`src/rtl/seq_det_fsm.sv`:
```
// Parametrised serial pattern detector: pulses dout one cycle after PAT is seen, MSB first.
// Optional macro SEQ_DET_TIMEOUT_EN discards a stale partial match after TIMEOUT idle cycles.
module seq_det_fsm #(
    parameter int               PAT_W   = 4,
    parameter logic [PAT_W-1:0] PAT     = 4'b1011,
    parameter int               CNT_W   = 8,
    parameter int               TIMEOUT = 16
) (
    input  logic             clk,
    input  logic             rst,
    input  logic             din,
    input  logic             din_vld,
    input  logic             ovl_en,
    input  logic             clr,
    output logic             dout,
    output logic [PAT_W:0]   state,
    output logic [CNT_W-1:0] match_cnt
);

    localparam int LEN_W = $clog2(PAT_W);
    localparam int TBL_W = (2 ** (LEN_W + 1)) * LEN_W;

    if (PAT_W < 2 || PAT_W > 16 || TIMEOUT < 1) begin : g_bad_param
        $error("seq_det_fsm: PAT_W must be 2..16 and TIMEOUT >= 1");
    end

    // Entry {k, b}: longest proper prefix of PAT that is a suffix of (first k bits of PAT, b).
    // For a hit below full length this is k+1; for a full match it is the overlap border.
    function automatic logic [TBL_W-1:0] build_tbl();
        logic [TBL_W-1:0] t;
        int               best;
        int               p;
        logic             ok;
        logic             sb;
        t = '0;
        for (int k = 0; k < PAT_W; k++) begin
            for (int b = 0; b < 2; b++) begin
                best = 0;
                for (int j = 1; j <= k + 1; j++) begin
                    if (j < PAT_W) begin
                        ok = 1'b1;
                        for (int i = 0; i < j; i++) begin
                            p  = k + 1 - j + i;
                            sb = (p == k) ? b[0] : PAT[PAT_W-1-p];
                            if (sb != PAT[PAT_W-1-i]) ok = 1'b0;
                        end
                        if (ok) best = j;
                    end
                end
                t[(k*2+b)*LEN_W +: LEN_W] = best[LEN_W-1:0];
            end
        end
        return t;
    endfunction

    localparam logic [TBL_W-1:0] NEXT_TBL = build_tbl();

    typedef enum logic {
        PH_IDLE = 1'b0,
        PH_RUN  = 1'b1
    } phase_e;

    phase_e             phase_q, phase_d;
    logic [LEN_W-1:0]   len_q, len_d;
    logic               dout_q, dout_d;
    logic [CNT_W-1:0]   match_cnt_q, match_cnt_d;
    logic               exp_bit;
    logic               full_hit;
    logic [LEN_W-1:0]   tbl_val;
    int                 tbl_idx;
`ifdef SEQ_DET_TIMEOUT_EN
    localparam int TMO_W = $clog2(TIMEOUT + 1);
    logic [TMO_W-1:0]   idle_cnt_q, idle_cnt_d;
`endif

    always_comb begin
        phase_d     = phase_q;
        len_d       = len_q;
        dout_d      = 1'b0;
        match_cnt_d = match_cnt_q;
        exp_bit     = 1'b0;
        for (int i = 0; i < PAT_W; i++) begin
            if (len_q == LEN_W'(i)) exp_bit = PAT[PAT_W-1-i];
        end
        full_hit = (din == exp_bit) && (len_q == LEN_W'(PAT_W - 1));
        tbl_idx  = int'({len_q, din});
        tbl_val  = NEXT_TBL[tbl_idx*LEN_W +: LEN_W];
`ifdef SEQ_DET_TIMEOUT_EN
        idle_cnt_d = '0;
`endif
        if (clr) begin
            phase_d     = PH_IDLE;
            len_d       = '0;
            match_cnt_d = '0;
        end else if (din_vld) begin
            phase_d = PH_RUN;
            if (full_hit) begin
                len_d  = ovl_en ? tbl_val : '0;
                dout_d = 1'b1;
                if (match_cnt_q != '1) match_cnt_d = match_cnt_q + 1'b1;
            end else begin
                len_d = tbl_val;
            end
        end
`ifdef SEQ_DET_TIMEOUT_EN
        // Only partial matches (k > 0) age out; M0 and IDLE ignore gaps.
        else if (phase_q == PH_RUN && len_q != '0) begin
            if (idle_cnt_q == TMO_W'(TIMEOUT - 1)) begin
                len_d = '0;
            end else begin
                idle_cnt_d = idle_cnt_q + 1'b1;
            end
        end
`endif
    end

    always_ff @(posedge clk) begin
        if (!rst) begin
            phase_q     <= PH_IDLE;
            len_q       <= '0;
            dout_q      <= 1'b0;
            match_cnt_q <= '0;
`ifdef SEQ_DET_TIMEOUT_EN
            idle_cnt_q  <= '0;
`endif
        end else begin
            phase_q     <= phase_d;
            len_q       <= len_d;
            dout_q      <= dout_d;
            match_cnt_q <= match_cnt_d;
`ifdef SEQ_DET_TIMEOUT_EN
            idle_cnt_q  <= idle_cnt_d;
`endif
        end
    end

    always_comb begin
        state    = '0;
        state[0] = (phase_q == PH_IDLE);
        for (int i = 0; i < PAT_W; i++) begin
            state[i+1] = (phase_q == PH_RUN) && (len_q == LEN_W'(i));
        end
    end

    assign dout      = dout_q;
    assign match_cnt = match_cnt_q;

endmodule

```
`config.mk`:
```
export PLATFORM = sky130hd
export DESIGN_NAME = seq_det_fsm
export DESIGN_NICKNAME = d
export VERILOG_FILES = /design/src/rtl/seq_det_fsm.sv
export SDC_FILE = /design/constraint.sdc
export NUM_CORES = 1
export LEC_CHECK = 0
export CAP_MARGIN = 20
export CORE_MARGIN = 1
export CORE_UTILIZATION = 39
export DETAILED_ROUTE_END_ITERATION = 6
export PLACE_DENSITY_LB_ADDON = 0.3
export SYNTH_ARGS = -nofsm -noshare
export SYNTH_HDL_FRONTEND = slang
export SYNTH_SLANG_ARGS = --single-unit
export TNS_END_PERCENT = 1
```
`constraint.sdc`:
```
create_clock -name clk -period 1.5 [get_ports clk]
set_clock_uncertainty 0.1 [all_clocks]
set_input_delay 0.375 -clock clk [delete_from_list [all_inputs] [get_ports clk]]
set_output_delay 0.375 -clock clk [all_outputs]
set_load 0.05 [all_outputs]
```
==> results of run 1 <==
## worst min-delay path: stages (launching register included)
cell     delay (ps)
dfxtp_2         350
nor2_1           50
nor2_1           70
## layout make-up
class | count | area (µm²)
Tap cell | 15 | 18.77
Timing Repair Buffer | 37 | 474.2
Clock buffer | 4 | 36.28
Multi-Input combinational cell | 56 | 385.4
Fill cell | 74 | 187.7
Sequential cell | 12 | 252.7
Inverter | 3 | 11.26
## how the worst max path moves through the flow
stage	slack [ps]	start	endpoint	depth (start not counted)
2_1_floorplan	-150	phase_q$_SDFFE_PP0P_	state[2]	2
3_3_place_gp	-450	din_vld	match_cnt[3]$_SDFFE_PP0P_	5
3_5_place_dp	-520	din_vld	match_cnt[3]$_SDFFE_PP0P_	5
4_1_cts	-160	len_q[0]$_SDFFE_PP0P_	state[2]	3
5_1_grt	-180	len_q[0]$_SDFFE_PP0P_	state[2]	3
6_report	-170	len_q[0]$_SDFFE_PP0P_	state[2]	3
## kinds of logic after synthesis
kind of cell	Yosys count	share of synthesized area
simple gates	37	0.3348
compound gates	15	0.1559
flops	12	0.3992
buf+inv	5	0.03742
fa+ha+maj	2	0.04157
xor+xnor	1	0.01456
mux	1	0.01663
## metrics by stage
step           utilization  area, µm²
2_1_floorplan            -      630.6
3_3_place_gp        0.7967       1089
3_5_place_dp        0.7967       1089
4_1_cts             0.8361       1142
5_1_grt             0.8626       1179
6_report            0.8626       1179
## registers in the layout, indices dropped and copies added, names as in the netlist
name       count
phase_q        1
dout           1
match_cnt      8
len_q          2
## synth_stat cells
| cell | n | share of area |
|---|---|---|
| dfxtp_1 | 12 | 0.40 |
| nor2_1 | 12 | 0.075 |
| a21oi_1 | 5 | 0.042 |
| nand2_1 | 5 | 0.031 |
| nand3_1 | 4 | 0.033 |
| nor3_1 | 4 | 0.033 |
| a31oi_1 | 3 | 0.031 |
| inv_1 | 3 | 0.019 |
| ha_1 | 2 | 0.042 |
| o211ai_1 | 2 | 0.025 |
| o21ai_0 | 2 | 0.017 |
| or2b_2 | 2 | 0.029 |
| a211oi_1 | 1 | 0.012 |
| a311oi_1 | 1 | 0.015 |
| and3_1 | 1 | 0.010 |
| and3b_1 | 1 | 0.015 |
| and4_1 | 1 | 0.015 |
| and4_2 | 1 | 0.017 |
| buf_4 | 1 | 0.012 |
| clkbuf_1 | 1 | 0.0062 |
| mux2i_1 | 1 | 0.017 |
| nand4_1 | 1 | 0.010 |
| nand4_2 | 1 | 0.021 |
| nor3b_1 | 1 | 0.012 |
| o21ai_2 | 1 | 0.015 |
| or2_0 | 1 | 0.010 |
| or3_1 | 1 | 0.010 |
| or4_1 | 1 | 0.012 |
| xor2_1 | 1 | 0.015 |
## repair_timing
item / 4_1_cts / 5_1_grt
endpoints found under the hold margin: 0 / 0
cloned: 0 / 0
gates resized for setup: 8 / 11
buffers inserted: 1 / 1
pin swaps: 2 / 7
setup endpoints to repair: 13 / 11
## power groups by stage
| stage | clock network [mW] | registers [mW] | logic [mW] |
|---|---|---|---|
| floorplan | 0 | 0.330 | 0.0272 |
| global placement | 0 | 0.330 | 0.0640 |
| global route | 0.284 | 0.320 | 0.0725 |
| detailed placement | 0 | 0.330 | 0.0668 |
| CTS | 0.271 | 0.323 | 0.0668 |
| finish | 0.269 | 0.320 | 0.0706 |
## per-layer routing
metal,global-route usage,share of wire
met3,0.08152,0.043
met5,0,0
met1,0.2597,0.42
met4,0.09677,0.020
met2,0.4297,0.52
## cell usage in the layout (no fill, tap or decap), types with 4 or more instances in the layout
| cell type | count |
|---|---|
| a21oi_1 | 4 |
| dfxtp_1 | 6 |
| buf_4 | 15 |
| dfxtp_2 | 4 |
| nand3_1 | 4 |
| buf_12 | 14 |
| nand2_1 | 4 |
| nor2_1 | 9 |
==> flow_summary.json, run 1 <==
{
  "ioPinCount": 20,
  "grt_pass1_wl_um": 2573,
  "p_int_mw": 0.4997,
  "rsz0062_at_grt": "true",
  "syn_to_final_growth_pct": 95.84,
  "crit_type": "reg2out",
  "wirelength_um": 2016,
  "core_area_um2": 1366,
  "r2r-start": "len_q[1]$_SDFFE_PP0P_",
  "worstSkewPairLatency_ps": 290,
  "crit_arrival_ps": 1190,
  "hold_end": "phase_q$_SDFFE_PP0P_",
  "worst_slack_ps": -167.8,
  "cpPeakStageDelay_ps": 370,
  "drv_slew": 0,
  "worstPathMaxFanout": 5,
  "numCtsBuffers": 3,
  "status": "complete, but fails checks",
  "cap_violations": 0,
  "cts_max_level": 1,
  "crit_path_end_kind": "output pin",
  "startpoint_type": "flip-flop",
  "grt_max_degree": 13,
  "instances_no_fill": 127,
  "hold_depth": 2,
  "hold_buffers": 0,
  "p_leak_nw": 0.4797,
  "antenna_found_initial": 0,
  "via_count": 714,
  "root_buffer": "clkbuf_4",
  "fin_setup_tns_ps": -581.7,
  "antenna_cells": 0,
  "netlist_instances": 73,
  "fin_crit_ps": 1668,
  "die-area_um2": 1704,
  "grt_overflow": 0,
  "hp-class": "reg2reg",
  "fin_crit_sh": 1.112,
  "cts.sinks": 12,
  "cts.clk_slew.worst_paths_ps": 70,
  "vdd_drop_max_mv": 0.5182,
  "synth_nets": 81,
  "fp-row-count": 13,
  "viasPerCell": 5.622,
  "slowest_stage": "dfxtp_4",
  "track_usage": 0.2422,
  "powerDensity_nw_per_um2": 559.6,
  "dr.pass1.iters": 4,
  "ys_seq_area_frac": 0.3992,
  "seqPwrFrac": 0.485,
  "ant_nets": 0,
  "required_ps": 1020,
  "power_mw": 0.6596,
  "slew_headroom": 0.8167,
  "drive_above_1_share": 0.5000,
  "reg2reg_to": "match_cnt[3]$_SDFFE_PP0P_",
  "hold_slack_ps": 393.2,
  "syn-cell-area_um2": 601.8,
  "cts_tree": "yes",
  "power_switching_mw": 0.1599,
  "p_comb_frac": 0.107,
  "drc": 0,
  "cp.buffers_inverters": 2,
  "r2r_slack_ps": -50,
  "syn_avg_cell_area_um2": 8.244,
  "reg2regPathDepth": 5,
  "p_sw_frac": 0.2424,
  "ys_seq_elements": 12,
  "place_hpwl_um": 1423,
  "start_util": 0.4405,
  "yosysWarnings": 0,
  "wl_per_cell_um": 15.87,
  "die_w_um": 41.28,
  "portBuffers": 19,
  "drtIter0Drc": 11,
  "dp_cells": 121,
  "ys_types": 29,
  "final_nets": 121,
  "clock.fmax_mhz": 599.6,
  "power.share.clock": 0.408,
  "pre_cts_ws_ps": -518.5,
  "worst_pin_slew_ps": 272.0,
  "finalHoldViolCount": 0,
  "path_cells": "buf_6 -> nor3b_4 -> buf_12",
  "routabilityCongestion": 0.8486,
  "grt_pass1_vias": 597,
  "violations": "negative setup slack",
  "die_y_um": 41.28,
  "min_from": "phase_q$_SDFFE_PP0P_",
  "finalSetupViolCount": 6,
  "clockBufferDepth": 2,
  "crit_family": "flip-flops"
}
Note: power is estimated with default switching activity, not from simulation.
==> run 2, diff against run 1 <==
--- a/config.mk
+++ b/config.mk
@@ -9,6 +9,7 @@
 export CORE_MARGIN = 1
 export CORE_UTILIZATION = 39
 export DETAILED_ROUTE_END_ITERATION = 6
+export GPL_TIMING_DRIVEN = 0
 export PLACE_DENSITY_LB_ADDON = 0.3
 export SYNTH_ARGS = -nofsm -noshare
 export SYNTH_HDL_FRONTEND = slang
==> run 2 against run 1 <==
  * The flow still finishes with violations (negative setup slack)
  * Cell count is 13% lower
  * Die area unchanged
  * Register-to-register slack improved by 40 ps
  * Worst setup slack gained 110 ps
  * Combinational power is 27% lower
  * Routed wire length fell by 31%
  * Critical endpoint is now state[4]
  * Highest routed layer unchanged
==> flow_summary.json, run 2 (synthesis results as in run 1) <==
{
  "fp-row-count": 13,
  "worst_path_most_repeated_cell": "buf_6",
  "drive_above_1_share": 0.4167,
  "vdd_drop_max_mv": 0.5172,
  "reg2regPathDepth": 5,
  "path_cells": "buf_6 -> nand2_1 -> nor2_2 -> buf_6",
  "final_nets": 106,
  "root_buffer": "clkbuf_4",
  "p_int_mw": 0.4303,
  "routabilityCongestion": 0.7966,
  "cap_violations": 0,
  "fin_crit_ps": 1556,
  "clock.fmax_mhz": 642.6,
  "die_w_um": 41.28,
  "drc": 0,
  "pre_cts_ws_ps": -611.3,
  "startpoint_type": "flip-flop",
  "hold_slack_ps": 348.6,
  "slowest_stage": "dfxtp_2",
  "ioPinCount": 20,
  "worstPathMaxFanout": 8,
  "cts.clk_slew.worst_paths_ps": 70,
  "layout_commonest_cell": "nor2_1",
  "die_y_um": 41.28,
  "cts_max_level": 1,
  "status": "complete, but fails checks",
  "start_util": 0.4405,
  "crit_arrival_ps": 1080,
  "p_comb_frac": 0.092,
  "antenna_cells": 0,
  "largest_reg_flops": 8,
  "drv_slew": 0,
  "fillCellCount": 121,
  "powerDensity_nw_per_um2": 633.0,
  "hp-class": "in2reg",
  "slew_headroom": 0.7026,
  "antenna_found_initial": 0,
  "numCtsBuffers": 3,
  "wl_per_cell_um": 12.47,
  "portBuffers": 19,
  "via_count": 616,
  "required_ps": 1020,
  "crit_family": "flip-flops",
  "grt_pass1_vias": 469,
  "fin_util": 0.6484,
  "p_leak_nw": 0.3580,
  "seqPwrFrac": 0.570,
  "worst_pin_slew_ps": 446.0,
  "r2r-start": "len_q[1]$_SDFFE_PP0P_",
  "fin_crit_sh": 1.038,
  "finalSetupViolCount": 5,
  "track_usage": 0.1879,
  "cpPeakStageDelay_ps": 320,
  "power.share.clock": 0.338,
  "reg2reg_to": "match_cnt[4]$_SDFFE_PP0P_",
  "p_sw_frac": 0.2327,
  "rsz0062_at_grt": "true",
  "crit_path_end_kind": "output pin",
  "viasPerCell": 5.550,
  "drtIter0Drc": 6,
  "grt_max_degree": 11,
  "register_area_um2": 257.7,
  "crit_type": "reg2out",
  "hold_depth": 3,
  "cts.sinks": 12,
  "mostFrequentLayoutCells": "9 x nor2_1, 6 x dfxtp_1, 6 x buf_2",
  "violations": "negative setup slack",
  "grt_pass1_wl_um": 2001,
  "min_from": "din_vld",
  "ant_nets": 0,
  "hold_end": "phase_q$_SDFFE_PP0P_",
  "cp.buffers_inverters": 2,
  "die-area_um2": 1704,
  "wirelength_um": 1384,
  "dr.pass1.iters": 3,
  "worst_slack_ps": -56.30,
  "multiInputGateArea_um2": 397.9,
  "power_switching_mw": 0.1305,
  "r2r_slack_ps": -10,
  "finalHoldViolCount": 0,
  "clockBufferDepth": 2,
  "cts_tree": "yes",
  "fin_setup_tns_ps": -149.3,
  "power_mw": 0.5608,
  "worstSkewPairLatency_ps": 270,
  "place_hpwl_um": 974.4,
  "syn_to_final_growth_pct": 47.19,
  "core_area_um2": 1366,
  "grt_overflow": 0
}
-- run 2: final cells by class --
cell class,instances,area share
clock buffers,3,0.02542
inverters,3,0.01554
multi-input cells,56,0.4492
repair buffers,20,0.1808
well taps,15,0.02119
flip-flops and latches,12,0.2910
plain buffers,2,0.01695
-- run 2: timing repair --
| action | in CTS | in global routing |
|---|---|---|
| buffers inserted | 1 | 0 |
| resized for setup | 83 | 21 |
| pin swaps | 6 | 4 |
| endpoints found under the setup margin | 22 | 16 |
| hold buffers | 0 | 0 |
| hold endpoints to repair | 0 | 0 |
-- run 2: tightest hold or removal path, stage by stage --
cell	delay (ps)
clkbuf_2	160
nor2_1	60
nor2_1	80
-- run 2: worst max path at each step --
stage                                startpoint                   endpoint  slack [ps]  depth (start not counted)
after floorplan            phase_q$_SDFFE_PP0P_                   state[2]        -150                          2
final                     len_q[1]$_SDFFE_PP0P_                   state[4]         -60                          4
after global routing      len_q[1]$_SDFFE_PP0P_                   state[4]        -120                          4
after detailed placement                din_vld  match_cnt[4]$_SDFFE_PP0P_        -610                          5
after global placement                  din_vld  match_cnt[4]$_SDFFE_PP0P_        -610                          5
after CTS                 len_q[0]$_SDFFE_PP0P_                   state[2]         -70                          2
-- run 2: power by group through the flow --
stage,sequential [mW],clock (mW),combinational [mW]
5_1_grt,0.320,0.218,0.0554
2_1_floorplan,0.330,0,0.0272
4_1_cts,0.325,0.197,0.0524
6_report,0.320,0.190,0.0516
3_3_place_gp,0.331,0,0.0514
3_5_place_dp,0.331,0,0.0525
-- run 2: metrics by stage --
step | cell area [µm²] | std cells
after global routing | 885.9 | 111
after floorplan | 630.6 | 73
after CTS | 857.1 | 111
after global placement | 839.6 | 107
after detailed placement | 839.6 | 107
final | 885.9 | 111
-- run 2: routing by layer --
| layer | track usage | vias to the layer above | routed length (µm) |
|---|---|---|---|
| met5 | 0 | - | 0 |
| met4 | 0.04839 | 0 | 6 |
| li1 | - | 312 | - |
| met2 | 0.2891 | 11 | 666 |
| met3 | 0.09783 | 3 | 72 |
| met1 | 0.2288 | 290 | 639 |
==> run 3, diff against run 2 <==
--- a/config.mk
+++ b/config.mk
@@ -7,7 +7,8 @@
 export LEC_CHECK = 0
 export CAP_MARGIN = 20
 export CORE_MARGIN = 1
-export CORE_UTILIZATION = 39
+export CORE_UTILIZATION = 40
+export CTS_BUF_LIST = sky130_fd_sc_hd__clkbuf_4 sky130_fd_sc_hd__clkbuf_8
 export DETAILED_ROUTE_END_ITERATION = 6
 export GPL_TIMING_DRIVEN = 0
 export PLACE_DENSITY_LB_ADDON = 0.3
==> run 3 against run 2 <==
  * The run still ends with negative setup slack left
  * Register-to-register slack worse by 40 ps
  * Clock-buffer cell count up 1
  * Non-clock buffer count is the same
  * Sequential share of layout area down 1.4 points
  * First-iteration DRC count grew to 5.5 times the previous value
  * Sequential power hardly changed
  * Critical path type unchanged
  * Highest routed layer unchanged
==> flow_summary.json, run 3 (synthesis results as in run 1) <==
{
  "status": "complete, but fails checks",
  "violations": "negative setup slack",
  "wirelength_um": 1485,
  "startpoint_type": "flip-flop",
  "slowest_stage": "dfxtp_4",
  "crit_arrival_ps": 1100,
  "cts.sinks": 12,
  "start_util": 0.4458,
  "clock.fmax_mhz": 633.1,
  "worstSkewPairLatency_ps": 270,
  "via_count": 609,
  "grt_max_degree": 11,
  "routabilityCongestion": 0.7964,
  "worst_slack_ps": -79.43,
  "grt_pass1_vias": 496,
  "fin_crit_ps": 1579,
  "die_w_um": 40.79,
  "rsz0062_at_grt": "true",
  "largest_reg_flops": 8,
  "power.share.clock": 0.402,
  "finalHoldViolCount": 0,
  "fin_setup_tns_ps": -279.7,
  "p_comb_frac": 0.087,
  "root_buffer": "clkbuf_4",
  "cap_violations": 0,
  "dpl_cell_area_um2": 839.6,
  "crit_type": "reg2out",
  "p_int_mw": 0.4883,
  "design_area_um2": 920.9,
  "ant_nets": 0,
  "dp_cells": 107,
  "fin_util": 0.6821,
  "fin_crit_sh": 1.053,
  "layout_commonest_cell": "nor2_1",
  "multiInputGateArea_um2": 412.9,
  "cts_tree": "yes",
  "p_sw_frac": 0.2260,
  "powerDensity_nw_per_um2": 685.1,
  "worstPathMaxFanout": 8,
  "p_leak_nw": 0.3987,
  "drc": 0,
  "die-area_um2": 1664,
  "viasPerCell": 5.438,
  "instances_no_fill": 112,
  "seqPwrFrac": 0.511,
  "antenna_cells": 0,
  "fp-row-count": 13,
  "wl_per_cell_um": 13.26,
  "place_hpwl_um": 975.7,
  "vdd_drop_max_mv": 0.4479,
  "hold_slack_ps": 426.5,
  "core_area_um2": 1350,
  "die_y_um": 40.79,
  "antenna_found_initial": 0,
  "worst_pin_slew_ps": 479.6,
  "register_area_um2": 255.2,
  "hp-class": "reg2reg",
  "portBuffers": 19,
  "cpPeakStageDelay_ps": 440,
  "track_usage": 0.1993,
  "numCtsBuffers": 3,
  "dr.pass1.iters": 4,
  "crit_path_end_kind": "output pin",
  "required_ps": 1020,
  "grt_overflow": 0,
  "mostFrequentLayoutCells": "10 x nor2_1, 6 x dfxtp_1, 6 x buf_2, 5 x a21oi_1",
  "final_nets": 106,
  "cts_max_level": 1,
  "hold_buffers": 0,
  "fillCellCount": 121,
  "drv_slew": 0,
  "drtIter0Drc": 33,
  "clockBufferDepth": 2,
  "drive_above_1_share": 0.4124,
  "power_switching_mw": 0.1426,
  "cts.clk_slew.worst_paths_ps": 80,
  "finalSetupViolCount": 6,
  "slew_headroom": 0.6803,
  "ioPinCount": 20,
  "path_cells": "nor3b_4 -> buf_6",
  "grt_pass1_wl_um": 2118,
  "syn_to_final_growth_pct": 53.01
}
-- run 3: changes by cell type in the layout (fill, tap and decap cells not counted), sizes merged --
cell | previous run | this run
clkbuf | 7 | 6
clkdlybuf4s15 | 1 | 2
buf | 13 | 14
-- run 3: cell type report --
cell class	count	area share
Inverter	3	0.01495
Buffer	2	0.02038
Multi-Input combinational cell	56	0.4484
Timing Repair Buffer	20	0.1793
Tap cell	15	0.02038
Sequential cell	12	0.2772
Clock buffer	4	0.03940
-- run 3: path summary, 6_finish.rpt --
kind                             start                         to  slack (ps)  depth (start not counted)
max              len_q[0]$_SDFFE_PP0P_                   state[2]         -80                          2
min          match_cnt[2]$_SDFFE_PP0P_  match_cnt[2]$_SDFFE_PP0P_         430                          1
max reg2reg      len_q[1]$_SDFFE_PP0P_  match_cnt[3]$_SDFFE_PP0P_         -50                          5
min reg2reg  match_cnt[2]$_SDFFE_PP0P_  match_cnt[2]$_SDFFE_PP0P_         430                          1
-- run 3: critical path: cells and delay by family (launching register included) --
kind	cells	cell delay, ps
and+or+nand+nor	1	210
buffers and inverters	1	180
DFF	1	440
-- run 3: routing by layer --
metal,global-route usage,share of wire,up-vias
met3,0.09783,0.048,2
li1,-,-,314
met5,0,0,-
met4,0.05000,0.0054,0
met1,0.2434,0.45,278
met2,0.3086,0.50,15
-- run 3: metrics by stage --
step	worst slack, ps	total power, mW
finish	-79.43	0.6309
global route	-120.6	0.6598
CTS	-83.43	0.6387
detailed placement	-598.5	0.3838
global placement	-595.7	0.3822
floorplan	-145.7	0.3576
-- run 3: power by group through the flow --
| stage | sequential, mW | combinational (mW) | clock [mW] |
|---|---|---|---|
| floorplan | 0.330 | 0.0272 | 0 |
| global route | 0.323 | 0.0586 | 0.278 |
| detailed placement | 0.331 | 0.0527 | 0 |
| global placement | 0.331 | 0.0513 | 0 |
| CTS | 0.323 | 0.0526 | 0.263 |
| finish | 0.322 | 0.0547 | 0.254 |
-- run 3: repair_timing --
action | CTS | global route
gates resized for setup | 85 | 21
setup endpoints to repair | 20 | 15
endpoints found under the hold margin | 0 | 0
pin swaps | 6 | 3
buffers inserted | 1 | 0
